$ cat config.mk
export PLATFORM = sky130hd
export DESIGN_NAME = pipelined_rca_adder
export DESIGN_NICKNAME = d
export VERILOG_FILES = /design/src/rtl/pipelined_rca_adder.sv
export SDC_FILE = /design/constraint.sdc
export NUM_CORES = 1
export LEC_CHECK = 0
export ABC_AREA = 1
export BUFFER_PORTS_ARGS = -buffer_cell sky130_fd_sc_hd__buf_2
export CORE_AREA = 10 10 169 234
export DETAILED_ROUTE_END_ITERATION = 12
export DIE_AREA = 0 0 179 244
export PLACE_DENSITY_LB_ADDON = 0.15
export SLEW_MARGIN = 25
export SYNTH_ARGS = -nofsm -noshare
export SYNTH_HDL_FRONTEND = slang
export SYNTH_SLANG_ARGS = --single-unit
export TNS_END_PERCENT = 1
$ cat constraint.sdc
create_clock -name clk -period 14.4 [get_ports clk]
set_input_delay 0 -clock clk [delete_from_list [all_inputs] [get_ports clk]]
set_output_delay 0 -clock clk [all_outputs]
set_load 0.005 [all_outputs]
$ cat src/rtl/pipelined_rca_adder.sv
// Pipelined ripple-carry adder/subtractor. WIDTH bits are split into STAGES ripple
// slices with a register after each; carry, unprocessed operand bits and finished sum bits travel with the beat.
module pipelined_rca_adder #(
  parameter int WIDTH  = 64,
  parameter int STAGES = 4
) (
  input  logic             clk,
  input  logic             rst,
  input  logic             in_valid,
  output logic             in_ready,
  input  logic [WIDTH-1:0] a,
  input  logic [WIDTH-1:0] b,
  input  logic             cin,
  input  logic             sub,
  output logic             out_valid,
  input  logic             out_ready,
  output logic [WIDTH-1:0] sum,
  output logic             cout,
  output logic             ovf
);
  localparam int SLICE = WIDTH / STAGES;

  // valid/ready: a beat transfers on any rising edge where valid & ready are both high.
  // The whole pipe moves as one; it freezes only when the output holds an unaccepted result.
  logic             advance;
  logic [WIDTH-1:0] b_eff;

  assign advance  = ~out_valid | out_ready;
  assign in_ready = advance;
  assign b_eff    = sub ? ~b : b;

  for (genvar k = 0; k < STAGES; k++) begin : g_stage
    localparam int LO  = k * SLICE;
    localparam int HI  = (k + 1) * SLICE;
    localparam int RIN = WIDTH - LO;

    logic [RIN-1:0] a_src;
    logic [RIN-1:0] b_src;
    logic           c_src;
    logic           v_src;
    logic [SLICE:0] slice_sum;
    logic [HI-1:0]  s_d;
    logic [HI-1:0]  s_q;
    logic           c_d;
    logic           c_q;
    logic           v_q;

    if (k == 0) begin : g_in
      assign a_src = a;
      assign b_src = b_eff;
      assign c_src = sub | cin;
      assign v_src = in_valid;
      assign s_d   = slice_sum[SLICE-1:0];
    end else begin : g_in
      assign a_src = g_stage[k-1].g_skew.a_q;
      assign b_src = g_stage[k-1].g_skew.b_q;
      assign c_src = g_stage[k-1].c_q;
      assign v_src = g_stage[k-1].v_q;
      assign s_d   = {slice_sum[SLICE-1:0], g_stage[k-1].s_q};
    end

    assign slice_sum = {1'b0, a_src[SLICE-1:0]} + {1'b0, b_src[SLICE-1:0]}
                     + {{SLICE{1'b0}}, c_src};
    assign c_d       = slice_sum[SLICE];

    // Data registers load only for real beats, so the output holds its last result across bubbles.
    always_ff @(posedge clk or posedge rst) begin
      if (rst) begin
        v_q <= 1'b0;
        c_q <= 1'b0;
        s_q <= '0;
      end else if (advance) begin
        v_q <= v_src;
        if (v_src) begin
          c_q <= c_d;
          s_q <= s_d;
        end
      end
    end

    if (k < STAGES - 1) begin : g_skew
      logic [RIN-SLICE-1:0] a_q;
      logic [RIN-SLICE-1:0] b_q;

      always_ff @(posedge clk or posedge rst) begin
        if (rst) begin
          a_q <= '0;
          b_q <= '0;
        end else if (advance && v_src) begin
          a_q <= a_src[RIN-1:SLICE];
          b_q <= b_src[RIN-1:SLICE];
        end
      end
    end else begin : g_last
      logic ovf_q;

      always_ff @(posedge clk or posedge rst) begin
        if (rst) begin
          ovf_q <= 1'b0;
        end else if (advance && v_src) begin
          ovf_q <= (a_src[RIN-1] == b_src[RIN-1]) & (slice_sum[SLICE-1] != a_src[RIN-1]);
        end
      end
    end
  end

  assign out_valid = g_stage[STAGES-1].v_q;
  assign sum       = g_stage[STAGES-1].s_q;
  assign cout      = g_stage[STAGES-1].c_q;
  assign ovf       = g_stage[STAGES-1].g_last.ovf_q;

endmodule

==> results of run 1 <==
[flip-flops by register name, indices dropped and copies added, names as in the netlist]
name / flops
cout: 1
out_valid: 1
g_stage.v_q: 3
sum: 64
ovf: 1
g_stage.g_skew.a_q: 96
g_stage.s_q: 96
g_stage.g_skew.b_q: 96
g_stage.c_q: 3
[metrics by stage]
| stage | power (mW) | worst slack [ns] | util (%) | hold WS [ns] |
|---|---|---|---|---|
| after floorplan | 2.79 | 4.38 | - | 0.110 |
| final | 4.18 | 11.74 | 60.7 | 0.0223 |
| after CTS | 4.22 | 11.72 | 60.6 | 0.00348 |
| after detailed placement | 3.22 | 11.74 | 54.1 | 0.0961 |
| after global placement | 3.18 | 11.79 | 54.1 | 0.0884 |
| after global routing | 4.55 | 11.46 | 60.7 | 0.0500 |
[power groups by stage]
stage | Sequential (mW) | Combinational, mW | Clock, mW
final | 1.62 | 1.60 | 0.955
after global routing | 1.67 | 1.86 | 1.01
after CTS | 1.63 | 1.62 | 0.977
after detailed placement | 1.64 | 1.58 | 0
after global placement | 1.63 | 1.55 | 0
after floorplan | 1.60 | 1.19 | 0
[how the worst max path moves through the flow]
stage                           from                                    end  cells past startpoint
2_1_floorplan                    rst                       cout$_DFFE_PP0P_                      1
6_report       out_valid$_DFFE_PP0N_  g_stage[0].g_skew.b_q[42]$_DFFE_PP0P_                      8
3_5_place_dp   out_valid$_DFFE_PP0N_             g_stage[0].v_q$_DFFE_PP0N_                      7
5_1_grt        out_valid$_DFFE_PP0N_  g_stage[0].g_skew.a_q[44]$_DFFE_PP0P_                      8
4_1_cts        out_valid$_DFFE_PP0N_             g_stage[0].v_q$_DFFE_PP0N_                      7
3_3_place_gp   out_valid$_DFFE_PP0N_             g_stage[0].v_q$_DFFE_PP0N_                      7
[synthesized netlist by cell type, drive strengths merged]
master / instances / area share [%]
a21o: 1 / 0.042
a21oi: 37 / 1.0
a31oi: 1 / 0.035
and2: 8 / 0.28
buf: 65 / 2.7
clkbuf: 15 / 0.31
dfrtp: 361 / 50
fa: 8 / 0.89
ha: 60 / 4.2
inv: 242 / 5.1
nand2: 968 / 20
nand3: 93 / 2.6
nand3b: 5 / 0.21
nand4: 10 / 0.35
nor2: 58 / 1.6
nor3: 9 / 0.25
o21ai: 206 / 5.7
o21bai: 3 / 0.13
or2: 14 / 0.49
xnor2: 58 / 2.8
xor2: 20 / 0.97
[critical path, stage by stage, from the launching register on]
cell     delay, ns
dfrtp_1       0.34
inv_1         0.09
nor2_8        0.24
inv_4         0.08
nand2_4       0.45
buf_4         0.52
buf_4         0.57
nand2_1       0.10
o21ai_1       0.10
[cells by family (layout without fill, tap and decap cells)]
family          after synthesis  after routing  synth area share (%)
simple gates               1165           1165                  26.0
flops                       361            361                  50.2
buf+inv                     322            624                  8.04
compound gates              248            248                  6.98
xor+xnor                     78             78                  3.79
fa+ha+maj                    68             68                  5.06
other cells                   0              3                     0
[final cells by class]
class	instances	area [um^2]
Inverter	242	923
Sequential cell	361	9030
Multi-Input combinational cell	1559	7520
Timing Repair Buffer	323	2210
Clock buffer	47	1030
Clock inverter	12	163
Tap cell	462	578
Fill cell	3245	13900
Antenna cell	3	7.51
[per-layer routing]
metal  global-route usage, %  vias to the layer above  share of wire, %
li1                        -                     7494                 -
met1                    25.4                     6823                43
met2                    34.3                      277                50
met3                    3.04                       76               4.4
met4                    7.36                        0               3.2
met5                       0                        -                 0
==> impl_metrics.py, run 1 <==
metrics = {
    "status": {
        "status": "finished, final reports clean",
    },
    "setup_path": {
        "start_kind": "flip-flop",
        "worst-setup-path-type": "flip-flop to flip-flop",
        "worstPathArrival_ns": 3.09,
        "crit-reg2reg-launch": "out_valid$_DFFE_PP0N_",
        "rrSetupSlack_ns": 11.74,
        "timing.critical_path.required_ns": 14.83,
        "endpoint_kind": "flip-flop",
        "rr_endpoint": "g_stage[0].g_skew.b_q[42]$_DFFE_PP0P_",
        "crit_fanout": 61,
        "reg2reg_depth": 8,
    },
    "place": {
        "gp_congestion": 0.924,
        "port_buffers": 201,
        "dp_cells": 2835,
        "place_hpwl_um": 30400,
        "placed_cell_area_um2": 19100,
    },
    "yosys": {
        "ys_ff_latch": 361,
        "yosysUniqueCellTypes": 33,
        "synth_cells": 2242,
        "synth_fp_nets": 2444,
        "avgSynthCellArea_um2": 8.03,
        "ys_seq_area_share_pct": 50.2,
        "syn_area_um2": 18000,
        "synth_warnings": 0,
    },
    "worst_hold_path": {
        "min_path_type": "primary input to flip-flop",
        "worstHoldEndpoint": "g_stage[0].g_skew.b_q[41]$_DFFE_PP0P_",
        "hold_start": "sub",
        "hold_depth": 3,
    },
    "power_and_ir_drop": {
        "seqPwrFrac_pct": 38.9,
        "power_leakage_nw": 11.6,
        "powerDensity_nw_per_um2": 195,
        "combPwrFrac_pct": 38.2,
        "ir_drop_uv": 97.8,
        "clkPwrFrac_pct": 22.9,
        "switching_power_mw": 1.60,
        "p_int_mw": 2.57,
        "swShare_pct": 38.4,
    },
    "clocking": {
        "numCtsBuffers": 35,
        "clk_latency_ns": 0.52,
        "clk_pin_slew_ns": 0.06,
        "clock_path_buffers": 3,
        "htreeDepth": 2,
        "cts_tree": "built",
        "ctsHoldBuffers": 112,
        "cts_setup_buffers": 0,
        "cts.sink_count": 361,
        "cts_resized": 0,
        "cts.root.buffer_cell": "clkbuf_16",
    },
    "layout": {
        "layoutNonFillerInstCount": 3009,
        "final_layout_size_suffix_gt1_share_pct": 11.3,
        "final_common_cell": "nand2_1",
        "nets": 2724,
        "final_cell_mix": "nand2_1 (967), dfrtp_1 (361), inv_1 (236)",
        "final_cell_area_um2": 21500,
        "syn_to_final_growth_pct": 19.3,
    },
    "grt": {
        "grt-ovfl-total": 0,
        "grt_pass1_wl_um": 72700,
        "antenna_found_initial": 3,
        "grt_pass1_vias": 14700,
        "grt_start_max_net_pins": 119,
        "grtUsageTotal_pct": 20.1,
    },
    "timing": {
        "worst_pin_slew_ns": 0.925,
        "rsz0062_at_grt": "false",
        "hold_viol": 0,
        "maxSlewHeadroom_pct": 38.3,
        "finalSetupViolCount": 0,
        "min_period_over_period_pct": 18.5,
        "maxSlewViolCount": 0,
        "max_freq_ghz": 0.376,
        "final.setup.tns_ns": 0,
        "period_minus_slack_ns": 2.66,
        "fin_worst_skew_ns": 0.0156,
    },
    "die": {
        "ioPinCount": 202,
        "die-area_um2": 43700,
        "die_h_um": 244,
        "fp-row-count": 82,
        "die-width_um": 179,
        "start_util_pct": 50.9,
        "core_area_um2": 35400,
    },
    "route": {
        "routed_wl_um": 43700,
        "num_vias": 14700,
        "vias_per_cell": 4.88,
        "first_pass_iters": 5,
        "drc": 0,
        "drt.antenna.violating_nets": 0,
        "first_iter_violations": 988,
        "wl_per_cell_um": 14.5,
    },
    "job": {
        "drv_cap": 0,
    },
}
(Power assumes the default switching activity.)
==> run 2, diff against run 1 <==
- clock period: 14.4 -> 2.35 ns (I/O delays scaled with it)
==> run 2 against run 1 <==
Against the previous run: flip-flop and latch count did not move; via count rose by 0.87%; first-iteration DRC count rose by 4.4%; sequential power rose to 6.2 times the previous value; worst hold slack got worse by 0.0033 ns; clock power rose to 5.9 times the previous value; final cell count rose by 0.37%; clock skew rose by 0.0036 ns; fmax rose by 21%; sequential share of layout area fell by 0.33 points.
==> impl_metrics.py, run 2 (synthesis gave the netlist of run 1 again) <==
metrics = {
    "setup_path": {
        "path_cells": "fa_1 -> fa_1 -> nand2_1 -> nand2_1 -> nand3_1 -> nand2_1 -> nand2_1 -> nand2_1 -> nand2_1 -> nand2_1 -> nand2_1 -> nand2_1",
        "worstPathArrival_ns": 2.60,
        "reg2reg_depth": 12,
        "max_stage_delay_ns": 0.49,
        "critPathBufInv": 0,
        "rr_endpoint": "cout$_DFFE_PP0P_",
        "crit_path_frequent_cell": "nand2_1",
        "rrSetupSlack_ns": 0.15,
        "crit_cells": 12,
        "worst-setup-path-type": "flip-flop to flip-flop",
        "start_kind": "flip-flop",
        "endpoint_kind": "flip-flop",
        "crit_fanout": 4,
        "crit_slowest_cell": "fa_1",
        "critical-path-top-delay-family": "adder cells",
        "crit-reg2reg-launch": "g_stage[2].c_q$_DFFE_PP0P_",
        "timing.critical_path.required_ns": 2.75,
    },
    "timing": {
        "rsz0062_at_grt": "false",
        "maxSlewViolCount": 0,
        "period_minus_slack_ns": 2.20,
        "maxSlewHeadroom_pct": 43.9,
        "hold_viol": 0,
        "final.setup.tns_ns": 0,
        "finalSetupViolCount": 0,
        "max_freq_ghz": 0.455,
        "fin_worst_skew_ns": 0.0192,
        "worst_pin_slew_ns": 0.842,
        "min_period_over_period_pct": 93.6,
    },
    "die": {
        "die-area_um2": 43700,
        "fp-row-count": 82,
        "die-width_um": 179,
        "ioPinCount": 202,
        "start_util_pct": 50.9,
        "die_h_um": 244,
        "core_area_um2": 35400,
    },
    "place": {
        "port_buffers": 201,
        "place_hpwl_um": 31300,
        "gp_congestion": 0.879,
        "dp_cells": 2852,
    },
    "route": {
        "first_iter_violations": 1031,
        "wl_met2_um": 21500,
        "drt.antenna.violating_nets": 0,
        "num_vias": 14800,
        "drc": 0,
        "dr.max_layer_used": "met4",
        "wl_met3_um": 1790,
        "vias_per_cell": 4.90,
        "routed_wl_um": 43700,
        "wl_met1_um": 19000,
        "first_pass_iters": 5,
        "wl_per_cell_um": 14.5,
    },
    "layout": {
        "fill_cells": 3167,
        "reg.largest.list": "g_stage.g_skew.a_q (96), g_stage.g_skew.b_q (96), g_stage.s_q (96)",
        "nets": 2738,
        "diodes": 0,
        "final_common_cell": "nand2_1",
        "layoutNonFillerInstCount": 3020,
        "final_layout_size_suffix_gt1_share_pct": 11.8,
        "syn_to_final_growth_pct": 20.2,
        "final_cell_mix": "nand2_1 (967), dfrtp_1 (361), inv_1 (236)",
    },
    "grt": {
        "grt_start_max_net_pins": 116,
        "grt-ovfl-total": 0,
        "antenna_found_initial": 0,
        "grt_pass1_wl_um": 74100,
        "grt_pass1_vias": 15000,
        "grtUsageTotal_pct": 20.6,
    },
    "worst_hold_path": {
        "hold_depth": 5,
        "min_path_type": "primary input to flip-flop",
        "hold_start": "a[5]",
        "worstHoldEndpoint": "g_stage[0].s_q[5]$_DFFE_PP0P_",
    },
    "clocking": {
        "htreeDepth": 2,
        "cts.root.buffer_cell": "clkbuf_16",
        "cts.sink_count": 361,
        "cts_tree": "built",
        "numCtsBuffers": 36,
        "clk_latency_ns": 0.52,
        "clock_path_buffers": 3,
        "clk_pin_slew_ns": 0.06,
        "cts_setup_buffers": 0,
    },
    "power_and_ir_drop": {
        "powerDensity_nw_per_um2": 1180,
        "power_leakage_nw": 11.7,
        "ir_drop_uv": 662,
    },
    "job": {
        "drv_cap": 0,
    },
    "status": {
        "status": "finished, final reports clean",
    },
}
run 2: repair_timing:
| action | CTS | global route |
|---|---|---|
| endpoints found under the hold margin | 177 | 0 |
| endpoints found under the setup margin | 0 | 4 |
| hold buffers | 108 | 0 |
| resized for setup | 0 | 3 |
run 2: how the worst max path moves through the flow:
stage | startpoint | slack [ns] | to
floorplan | rst | -2.49 | cout$_DFFE_PP0P_
global placement | g_stage[0].c_q$_DFFE_PP0P_ | 0.17 | g_stage[1].c_q$_DFFE_PP0P_
detailed placement | g_stage[0].c_q$_DFFE_PP0P_ | 0.10 | g_stage[1].c_q$_DFFE_PP0P_
CTS | g_stage[0].c_q$_DFFE_PP0P_ | 0.07 | g_stage[1].c_q$_DFFE_PP0P_
global route | g_stage[2].c_q$_DFFE_PP0P_ | 0.001 | cout$_DFFE_PP0P_
finish | g_stage[2].c_q$_DFFE_PP0P_ | 0.15 | cout$_DFFE_PP0P_
run 2: layout make-up:
class	count	area (um^2)	share of cell area (%)
Sequential cell	361	9030	41.7
Tap cell	462	578	2.67
Inverter	242	917	4.24
Multi-Input combinational cell	1559	7530	34.8
Clock inverter	7	90.1	0.416
Clock buffer	53	1050	4.83
Timing Repair Buffer	336	2440	11.3
run 2: through the flow:
step | util (%) | power [mW] | hold WS (ns) | area [um^2] | setup slack [ns]
after floorplan | - | 17.1 | 0.110 | 18000 | -2.49
after global placement | 54.8 | 19.7 | 0.0554 | 19400 | 0.167
after detailed placement | 54.8 | 20.0 | 0.0586 | 19400 | 0.102
after CTS | 61.1 | 25.9 | 0.000822 | 21600 | 0.0734
after global routing | 61.1 | 27.9 | 0.0432 | 21600 | 0.00135
final | 61.1 | 25.6 | 0.0190 | 21600 | 0.151
run 2: where the power goes:
group	switching [mW]	internal (mW)
combinational	6.26	3.74
clock	2.29	3.29
sequential	1.29	8.69
run 2: worst register-to-register path: cells and delay by family (launching register included):
family	cells	cell delay, ns
flops	1	0.40
simple gates	10	0.74
fa+ha+maj	2	0.95
run 2: metal layers:
metal	global-route usage, %	up-vias
li1	-	7550
met1	26.0	6899
met2	34.8	269
met3	3.07	80
met4	7.48	0
met5	0	-
==> run 3, diff against run 2 <==
- CORE_AREA: 10 10 169 234 -> 10 10 275 145
- DIE_AREA: 0 0 179 244 -> 0 0 285 155
==> run 3 against run 2 <==
Against the previous run: via count grew 2.2%; setup slack lost 0.030 ns; first-iteration DRC count grew 33%; total power grew 3.1%; largest power group unchanged; final cell count grew 0.30%; clock power shrank 1%; clock skew shrank 0.0043 ns; critical path type unchanged; sequential share of layout area grew 0.27 points.
==> impl_metrics.py, run 3 (synthesis gave the netlist of run 1 again) <==
metrics = {
    "power_and_ir_drop": {
        "fin_total_pwr_mw": 26.4,
        "powerDensity_nw_per_um2": 1230,
        "ir_drop_uv": 485,
        "power_leakage_nw": 11.6,
    },
    "setup_path": {
        "endpoint_kind": "flip-flop",
        "crit_fanout": 3,
        "timing.critical_path.required_ns": 2.74,
        "start_kind": "flip-flop",
        "worst-setup-path-type": "flip-flop to flip-flop",
        "worstPathArrival_ns": 2.62,
    },
    "clocking": {
        "cts.sink_count": 361,
        "cts_tree": "built",
        "cts_setup_buffers": 0,
        "clock_path_buffers": 3,
        "clk_latency_ns": 0.53,
        "numCtsBuffers": 35,
        "cts.root.buffer_cell": "clkbuf_16",
        "clk_pin_slew_ns": 0.06,
        "htreeDepth": 2,
    },
    "route": {
        "wl_met2_um": 19900,
        "wl_per_cell_um": 16.5,
        "wl_met1_um": 25400,
        "first_pass_iters": 5,
        "dr.max_layer_used": "met4",
        "vias_per_cell": 5.00,
        "drt.antenna.violating_nets": 0,
        "first_iter_violations": 1375,
        "wl_met3_um": 3800,
        "drc": 0,
        "num_vias": 15100,
        "routed_wl_um": 49800,
    },
    "place": {
        "dp_cells": 2867,
        "port_buffers": 201,
        "placed_cell_area_um2": 19400,
        "place_hpwl_um": 36000,
        "dp_slack_ns": 0.105,
        "gp_congestion": 0.942,
    },
    "timing": {
        "max_freq_ghz": 0.449,
        "min_period_over_period_pct": 94.8,
        "hold_viol": 0,
        "worst_slack_ns": 0.121,
        "worst_pin_slew_ns": 0.741,
        "finalSetupViolCount": 0,
        "rsz0062_at_grt": "false",
        "fin_worst_skew_ns": 0.0148,
        "maxSlewViolCount": 0,
        "final.setup.tns_ns": 0,
        "fin_hold_ws_ns": 0.0276,
        "period_minus_slack_ns": 2.23,
        "maxSlewHeadroom_pct": 50.6,
    },
    "die": {
        "die_h_um": 155,
        "start_util_pct": 51.1,
        "ioPinCount": 202,
        "die-width_um": 285,
        "die-area_um2": 44200,
        "fp-row-count": 49,
        "core_area_um2": 35300,
    },
    "layout": {
        "syn_to_final_growth_pct": 19.4,
        "nets": 2726,
        "final_layout_size_suffix_gt1_share_pct": 11.4,
        "reg.largest.list": "g_stage.g_skew.a_q (96), g_stage.g_skew.b_q (96), g_stage.s_q (96)",
        "layoutNonFillerInstCount": 3029,
        "final_cell_mix": "nand2_1 (967), dfrtp_1 (361), inv_1 (236)",
        "final_cell_area_um2": 21500,
        "final_common_cell": "nand2_1",
        "fin_util_pct": 61.0,
    },
    "grt": {
        "grt_start_max_net_pins": 166,
        "grt-ovfl-total": 0,
        "antenna_found_initial": 5,
        "grt_pass1_vias": 14700,
        "grt_pass1_wl_um": 80200,
        "grtUsageTotal_pct": 22.4,
    },
    "job": {
        "drv_cap": 0,
    },
    "status": {
        "status": "finished, final reports clean",
    },
    "worst_hold_path": {
        "min_path_type": "primary input to flip-flop",
    },
}
[run 3: cell count changes in the layout (fill, tap and decap cells not counted), sizes merged]
cell | previous run | this run
buf | 228 | 221
clkbuf | 53 | 48
clkinvlp | 3 | 1
clkinv | 3 | 4
dlygate4sd3 | 108 | 104
diode | 0 | 4
[run 3: critical path, stage by stage, from the launching register on]
cell and delay [ns]:
dfrtp_1 0.40, fa_1 0.48, fa_1 0.46, nand2_1 0.11
nand2_1 0.07, nand3_1 0.07, nand2_1 0.09, or2_2 0.28
nand3_1 0.06, o21ai_0 0.08
[run 3: worst paths after layout]
path	start	endpoint	slack [ns]	cells past startpoint
min	a[12]	g_stage[0].s_q[12]$_DFFE_PP0P_	0.03	5
max	g_stage[1].c_q$_DFFE_PP0P_	g_stage[2].s_q[38]$_DFFE_PP0P_	0.12	9
min reg2reg	sum[4]$_DFFE_PP0P_	sum[4]$_DFFE_PP0P_	0.47	2
max reg2reg	g_stage[1].c_q$_DFFE_PP0P_	g_stage[2].s_q[38]$_DFFE_PP0P_	0.12	9
min in group asynchronous	rst	g_stage[0].g_skew.a_q[36]$_DFFE_PP0P_	0.28	4
max in group asynchronous	rst	g_stage[1].s_q[29]$_DFFE_PP0P_	1.38	4
[run 3: layout make-up]
class / count / area [um^2]
multi-input combinational: 1559 / 7530
inverter: 242 / 917
antenna: 4 / 10.0
fill: 3139 / 13800
timing repair buffer: 325 / 2320
clock buffer: 48 / 997
sequential: 361 / 9030
tap: 484 / 606
clock inverter: 6 / 83.8
[run 3: power by group]
group	switching, mW	leakage, nW	internal (mW)	total (mW)
Clock	2.36	0.531	3.17	5.53
Combinational	6.95	6.53	3.76	10.7
Sequential	1.42	4.53	8.69	10.1
[run 3: timing repair]
item | 4_1_cts | 5_1_grt
hold endpoints to repair | 467 | 0
endpoints found under the setup margin | 0 | 2
hold buffers | 104 | 0
gates resized for setup | 0 | 2
[run 3: metal layers]
metal	GRT usage [%]	up-vias
met5	0	-
met4	4.49	0
met3	5.73	63
met2	30.7	430
met1	34.7	7136
li1	-	7501
